### config.mk
export PLATFORM = sky130hd
export DESIGN_NAME = sram_capture_writer
export DESIGN_NICKNAME = d
export VERILOG_FILES = /design/src/rtl/sram_capture_writer.sv
export SDC_FILE = /design/constraint.sdc
export NUM_CORES = 1
export LEC_CHECK = 0
export ABC_AREA = 1
export BUFFER_PORTS_ARGS = -buffer_cell sky130_fd_sc_hd__buf_2
export CORE_AREA = 2 2 151 227
export DETAILED_ROUTE_END_ITERATION = 8
export DIE_AREA = 0 0 153 229
export GPL_TIMING_DRIVEN = 0
export PLACE_DENSITY = 0.52
export SLEW_MARGIN = 20
export SYNTH_ARGS = -nofsm -noshare
export SYNTH_HDL_FRONTEND = slang
export SYNTH_SLANG_ARGS = --single-unit
### constraint.sdc
create_clock -name clk -period 2.7 [get_ports clk]
set_input_delay 0.405 -clock clk [delete_from_list [all_inputs] [get_ports clk]]
set_output_delay 0.405 -clock clk [all_outputs]
set_load 0.01 [all_outputs]
### src/rtl/sram_capture_writer.sv
// rtl/sram_capture_writer.sv - Avalon-ST to SRAM capture write master with skid FIFO.
// Optional running checksum of written words: define CAPTURE_CHECKSUM_EN.
module sram_capture_writer #(
  parameter int ADDR_W     = 12,
  parameter int DATA_W     = 32,
  parameter int FIFO_DEPTH = 4
) (
  input  logic                clk,
  input  logic                reset_n,
  input  logic                start,
  input  logic                abort,
  input  logic [ADDR_W-1:0]   base_addr,
  input  logic [ADDR_W:0]     length,
  output logic                busy,
  output logic                done,
  output logic [ADDR_W:0]     words_written,
  output logic [DATA_W-1:0]   checksum,
  input  logic [DATA_W-1:0]   snk_data,
  input  logic                snk_valid,
  output logic                snk_ready,
  input  logic                sram_grant,
  output logic [ADDR_W-1:0]   sram_address,
  output logic [DATA_W/8-1:0] sram_byteenable,
  output logic                sram_chipselect,
  output logic                sram_write,
  output logic [DATA_W-1:0]   sram_writedata,
  output logic                sram_clken
);

  localparam int PTR_W = $clog2(FIFO_DEPTH);
  localparam logic [PTR_W:0] FULL_CNT = FIFO_DEPTH[PTR_W:0];

  typedef enum logic [1:0] {S_IDLE, S_RUN, S_DONE} state_t;

  state_t              state_q, state_d;
  logic [ADDR_W-1:0]   addr_q, addr_d;
  logic [ADDR_W:0]     len_q, len_d;
  logic [ADDR_W:0]     acc_q, acc_d;
  logic [ADDR_W:0]     words_q, words_d;
  logic [ADDR_W:0]     words_inc;
  logic [DATA_W-1:0]   mem_q [FIFO_DEPTH];
  logic [PTR_W-1:0]    wr_ptr_q, rd_ptr_q;
  logic [PTR_W:0]      count_q;

  logic fifo_full, fifo_empty;
  logic start_acc, in_run, push, pop, flush;

  assign fifo_full  = (count_q == FULL_CNT);
  assign fifo_empty = (count_q == '0);
  assign in_run     = (state_q == S_RUN);
  assign start_acc  = (state_q == S_IDLE) & start & ~abort;

  assign snk_ready  = in_run & ~fifo_full & (acc_q < len_q);
  assign push       = snk_valid & snk_ready;
  // An abort cycle never commits a word to the SRAM.
  assign pop        = in_run & ~fifo_empty & sram_grant & ~abort;
  assign flush      = abort | start_acc;
  assign words_inc  = words_q + 1'b1;

  assign busy            = in_run;
  assign done            = (state_q == S_DONE) & ~abort;
  assign words_written   = words_q;
  assign sram_address    = addr_q;
  assign sram_write      = pop;
  assign sram_chipselect = pop;
  assign sram_writedata  = mem_q[rd_ptr_q];
  assign sram_byteenable = '1;
  assign sram_clken      = 1'b1;

  always_comb begin
    state_d = state_q;
    case (state_q)
      S_IDLE: if (start_acc) state_d = (length == '0) ? S_DONE : S_RUN;
      S_RUN: begin
        if (abort)                             state_d = S_IDLE;
        else if (pop && (words_inc == len_q))  state_d = S_DONE;
      end
      S_DONE:  state_d = S_IDLE;
      default: state_d = S_IDLE;
    endcase
  end

  always_comb begin
    addr_d  = addr_q;
    len_d   = len_q;
    acc_d   = acc_q;
    words_d = words_q;
    if (start_acc) begin
      addr_d  = base_addr;
      len_d   = length;
      acc_d   = '0;
      words_d = '0;
    end else begin
      if (push) acc_d = acc_q + 1'b1;
      if (pop) begin
        addr_d  = addr_q + 1'b1;
        words_d = words_inc;
      end
    end
  end

  always_ff @(posedge clk or negedge reset_n) begin
    if (!reset_n) begin
      state_q <= S_IDLE;
      addr_q  <= '0;
      len_q   <= '0;
      acc_q   <= '0;
      words_q <= '0;
    end else begin
      state_q <= state_d;
      addr_q  <= addr_d;
      len_q   <= len_d;
      acc_q   <= acc_d;
      words_q <= words_d;
    end
  end

  // Skid FIFO; the head entry drives sram_writedata straight from storage.
  always_ff @(posedge clk or negedge reset_n) begin
    if (!reset_n) begin
      for (int i = 0; i < FIFO_DEPTH; i++) mem_q[i] <= '0;
      wr_ptr_q <= '0;
      rd_ptr_q <= '0;
      count_q  <= '0;
    end else if (flush) begin
      wr_ptr_q <= '0;
      rd_ptr_q <= '0;
      count_q  <= '0;
    end else begin
      if (push) begin
        mem_q[wr_ptr_q] <= snk_data;
        wr_ptr_q        <= wr_ptr_q + 1'b1;
      end
      if (pop) rd_ptr_q <= rd_ptr_q + 1'b1;
      case ({push, pop})
        2'b10:   count_q <= count_q + 1'b1;
        2'b01:   count_q <= count_q - 1'b1;
        default: count_q <= count_q;
      endcase
    end
  end

`ifdef CAPTURE_CHECKSUM_EN
  logic [DATA_W-1:0] checksum_q;

  always_ff @(posedge clk or negedge reset_n) begin
    if (!reset_n)       checksum_q <= '0;
    else if (start_acc) checksum_q <= '0;
    else if (pop)       checksum_q <= checksum_q + sram_writedata;
  end

  assign checksum = checksum_q;
`else
  assign checksum = '0;
`endif

endmodule

# After elaboration in Yosys (flattened, before gate mapping)

Index checks and enable logic that the tools add are counted.

Register bits: 188
Bits of input ports: 63
Output and inout port bits: 99

$lt $le $gt $ge: 4
Equal/unequal tests: 8
Reductions and logical operators: 12
Add/sub/neg operators: 7
Mux-type cells: 23
Bitwise operators: 16

Operator list:

| operator                                                  | number |
|---|---|
| bitwise mux 128 bit                                       | 1 |
| 2-to-1 mux 32 bit                                         | 3 |
| binary-select mux 32 bit (select 2 bit)                   | 1 |
| demux 32 bit (select 2 bit)                               | 1 |
| 2-to-1 mux 13 bit                                         | 4 |
| adder 13 x 1 -> 13 bit (second input constant)            | 2 |
| 2-to-1 mux 12 bit                                         | 2 |
| 2-to-1 mux 2 bit                                          | 8 |
| equality test 13 bit                                      | 1 |
| logical NOT 13 bit                                        | 1 |
| < comparator 13 bit                                       | 1 |
| adder 12 x 1 -> 12 bit (second input constant)            | 1 |
| bitwise AND 1 bit                                         | 9 |
| nonzero test 2 bit                                        | 4 |
| greater-or-equal comparator 3 bit (second input constant) | 2 |
| NOT 2 -> 3 bit                                            | 2 |
| one-hot mux 3 bit (2 select lines)                        | 1 |
| adder 2 x 1 -> 2 bit (second input constant)              | 2 |
| equality test 2 x 1 -> 1 bit (second input constant)      | 2 |
| equality test 2 bit (second input constant)               | 2 |
| NOT 1 bit                                                 | 4 |
| one-hot mux 2 bit (2 select lines)                        | 1 |
| AND reduction 2 bit                                       | 2 |
| adder 3 x 1 -> 3 bit (second input constant)              | 1 |
| 11 further kinds                                          | 12 |

# Depth between registers and ports, before layout

Depth in word-level cells: 9
Depth in mapped cells: 18
Depth with buffers taken out: 17

# Worst setup path after synthesis

Ideal clock, no wire load.

Kind: flip-flop to flip-flop
Start: register len_q[2]
End: register count_q[2]
Data required time: 2.583 ns
Cell stages (with the launch flop): 19
Setup time: 0.117 ns
Slack: 0.265 ns
Arrival time: 2.318 ns
Clock period less this slack: 2.435 ns
Cell sequence: dfrtp_1 > inv_1 > ha_1 > nand2_1 > inv_1 > o21ai_0 > nand2_1 > o21ai_1 > nand3_2 > buf_6 > nand2_1 > inv_1 > fa_1 > xor2_1 > inv_1 > nand2_1 > nand2_1 > nand2_1 > nand2_1

Cells in the longest elaborated chain, start to end: 6
Elaborated cells between the ends (all ways): 8
Classes of those cells: 1 x order compare; 2 x eq/ne; 2 x mux; 2 x bitwise; 1 x reduce/logical

RTL lines:

| what                                                                       | RTL line | text |
|---|---|---|
| start: declaration                                                         | 37       | `logic [ADDR_W:0] len_q, len_d;` |
| start signal: assignment                                                   | 112      | `len_q <= len_d;` |
| < comparator 13 bit (*)                                                    | 53       | `assign snk_ready = in_run & ~fifo_full & (acc_q < len_q);` |
| bitwise AND 1 bit (*)                                                      | 53       |  |
| bitwise AND 1 bit (*)                                                      | 54       | `assign push = snk_valid & snk_ready;` |
| equality test 2 x 1 -> 1 bit / equality test 2 bit (equally long branches) | 135      | `case ({push, pop})` |
| one-hot mux 3 bit (2 select lines)                                         | 135      |  |
| 2-to-1 mux 3 bit                                                           | 125      | `end else if (flush) begin` |
| end signal: assignment                                                     | 136      | `2'b10: count_q <= count_q + 1'b1;` |
| end signal: assignment                                                     | 137      | `2'b01: count_q <= count_q - 1'b1;` |
| end signal: assignment                                                     | 138      | `default: count_q <= count_q;` |
| end: declaration                                                           | 43       | `logic [PTR_W:0] count_q;` |

Every way passes the cells marked *; elsewhere a longest branch is shown, timed or not.
A chain may end at the register's enable or synchronous reset.

# Worst setup path after layout

Start: register rd_ptr_q[0]
End: output port sram_writedata[24]

Cells in the longest elaborated chain, start to end: 4

RTL lines:

| what                                                  | RTL line | text |
|---|---|---|
| start: declaration                                    | 42       | `logic [PTR_W-1:0] wr_ptr_q, rd_ptr_q;` |
| start signal: assignment                              | 134      | `if (pop) rd_ptr_q <= rd_ptr_q + 1'b1;` |
| NOT 2 -> 3 bit (not written as such)                  | 66       | `assign sram_writedata = mem_q[rd_ptr_q];` |
| binary-select mux 32 bit (select 2 bit)               | 66       |  |
| 2-to-1 mux 32 bit (not written as such) (2 in series) | 66       |  |
| end: declaration                                      | 26       | `output logic [DATA_W-1:0] sram_writedata,` |

No other way between the ends. The select of a mux whose other input is x is not followed.

==> results.ini <==
[final_layout]
nFillCells=3561
final_cell_mix=nand2_1 (263), dfrtp_1 (187), buf_2 (125)
area_delta_synth_final_pct=21.2
final_common_cell=nand2_1
multiInputGateArea_mm2=0.00416
fin_util_pct=35.8
nets=1456
drive_gt1_share_pct=20.6
diodes=0
seq_area_mm2=0.00471

[setup_path]
r2r-start=len_q[12]
worstSetupStartpointType=flip-flop
arrival_ns=2.15
worstPathRequired_ns=2.30
reg2regPathDepth=17
crit_type=flip-flop to primary output
r2r-end=count_q[2]
path_max_fanout=12
end_kind=primary output
r2r_slack_ns=0.17

[power_and_ir_drop]
power_mw=9.66
vdd_drop_max_uv=480
pwr_density_cell_mw_per_mm2=815
leakagePower_nw=5.93

[floorplanning]
start_util_pct=29.5
core_mm2=0.0331
row_count=82
dieArea_mm2=0.0350
die_w_um=153
pin_count=162
die_y_um=229

[placement]
place_congestion=0.831
place_hpwl_um=21200
io_buffer_count=124

[timing]
finalHoldViolations=0
setup_tns_ns=0
relSlewSlack_pct=50.4
fin_crit_sh_pct=94.8
report.final.slew_viol_count=0
holdWs_ns=0.152
fmax_ghz=0.391
tightest_slew_ns=0.741
clock_skew_ns=0.0161
min_period_ns=2.56
setup_violations=0

[drt]
ant_nets=0
routedWlPerCell_um=16.1
drt_iter0_markers=424
via_count=8623
drt_pre_antenna_iters=4
route.detailed.drc=0
viasPerCell=4.77
routed_wl_um=29100

[grt]
grt_max_degree=68
antenna_found_initial=0
grt_pass1_wl_um=46700
grt_usage_pct=16.9
grt_pass1_vias=8544
grt-ovfl-total=0

[yosys]
ys_ff_latch=188
yosysWarningCount=0
ys_types=38
async_flop_share_pct=100
netlist_instances=1186
postSynthAreaPerCell_um2=8.24
synth-edff-count=0
seq_area_frac_synth_pct=48.1
synthFlopType=dfrtp_1
syn_area_mm2=0.00977

[clock_tree]
clockBufferDepth=2
cts_tree=built
clk_pin_slew_ns=0.08
clock_sinks=188
clock_latency_ns=0.46
cts_buffers=17
cts-root-buf=clkbuf_16
htree_levels=4

[worst_hold_path]
holdPathEnd=sram_address[0]
hp-class=input port to flip-flop
holdCritStartpoint=base_addr[0]
hold_depth=3

[job]
drv_cap=0

[outcome]
status=finished clean

[flip-flops by register name, indices dropped and copies added, names as in the netlist]
name	cells
wr_ptr_q	2
words_written	13
acc_q	13
len_q	13
state_q	2
mem_q	128
count_q	3
rd_ptr_q	2
sram_address	12
[worst max-delay path, cell delays in order, from the launching register on]
cell and delay [ns]:
dfrtp_2 0.50, inv_1 0.10, clkbuf_2 0.25, clkbuf_4 0.28, nor2_1 0.06, o22ai_1 0.32, buf_2 0.20
[cell families after synthesis]
logic type / Yosys count / synth area share [%]
other cells: 2 / 0.0768
simple gates: 461 / 19.8
buf+inv: 200 / 11.1
xor+xnor: 12 / 1.08
compound gates: 303 / 17.2
flops: 188 / 48.1
fa+ha+maj: 20 / 2.64
[metrics by stage]
stage	std cells	setup WS, ns	instance area, um2
after floorplan	1221	0.265	9910
after global placement	1765	-2.15	11100
after detailed placement	1767	-0.0823	11100
after CTS	1800	0.00483	11800
after global routing	1806	-0.0110	11900
final	1806	0.140	11900
[layout make-up]
| cell class | count | share of cell area, % |
|---|---|---|
| Clock buffer | 18 | 3.62 |
| Inverter | 106 | 3.36 |
| Timing Repair Buffer | 134 | 6.31 |
| Sequential cell | 188 | 39.7 |
| Tap cell | 420 | 4.43 |
| Buffer | 93 | 6.00 |
| Multi-Input combinational cell | 833 | 35.1 |
| Clock inverter | 14 | 1.48 |
[how the worst max path moves through the flow]
stage / startpoint / endpoint / slack [ns]
finish: rd_ptr_q[0] / sram_writedata[24] / 0.14
global route: len_q[12] / count_q[2] / -0.01
CTS: len_q[6] / count_q[2] / 0.005
detailed placement: rd_ptr_q[0] / sram_writedata[24] / -0.08
global placement: reset_n / words_written[3] / -2.15
floorplan: len_q[2] / count_q[2] / 0.27
[cell usage after synthesis (11+ instances only)]
| library cell | instances | share of area [%] |
|---|---|---|
| buf_4 | 40 | 3.1 |
| o21ai_1 | 108 | 5.5 |
| a21oi_1 | 12 | 0.61 |
| o22ai_1 | 40 | 2.6 |
| buf_6 | 24 | 2.8 |
| nand2_1 | 264 | 10 |
| dfrtp_1 | 188 | 48 |
| nor3_1 | 11 | 0.56 |
| clkbuf_1 | 26 | 1.0 |
| ha_1 | 19 | 2.4 |
| nor2_1 | 104 | 4.0 |
| o21ai_2 | 22 | 2.0 |
| o21ai_0 | 107 | 5.5 |
| inv_1 | 106 | 4.1 |
| nand4_1 | 11 | 0.70 |
| nand3_1 | 54 | 2.8 |
[metal layers]
metal  GRT usage [%]  part of all wire, %  vias up
li1                -                    -     4229
met1            19.5                   40     4141
met2            31.7                   54      222
met3            2.86                  4.3       31
met4            5.27                  1.8        0
met5               0                    0        -
[power by group]
| group | switching [mW] | total (mW) | internal (mW) | leakage, nW |
|---|---|---|---|---|
| Sequential | 0.482 | 3.98 | 3.50 | 2.51 |
| Clock | 1.23 | 2.64 | 1.41 | 0.295 |
| Combinational | 1.83 | 3.04 | 1.22 | 3.13 |
| Total | 3.54 | 9.66 | 6.12 | 5.93 |
[timing repair]
action                     4_1_cts  5_1_grt
hold buffers                     1        0
pin swaps                        2        4
buffers inserted                 1        6
resized for setup               14       21
setup endpoints to repair       35       17
hold endpoints to repair        59        0
gates cloned                     0        0
Power figures use the tool's default switching activity.
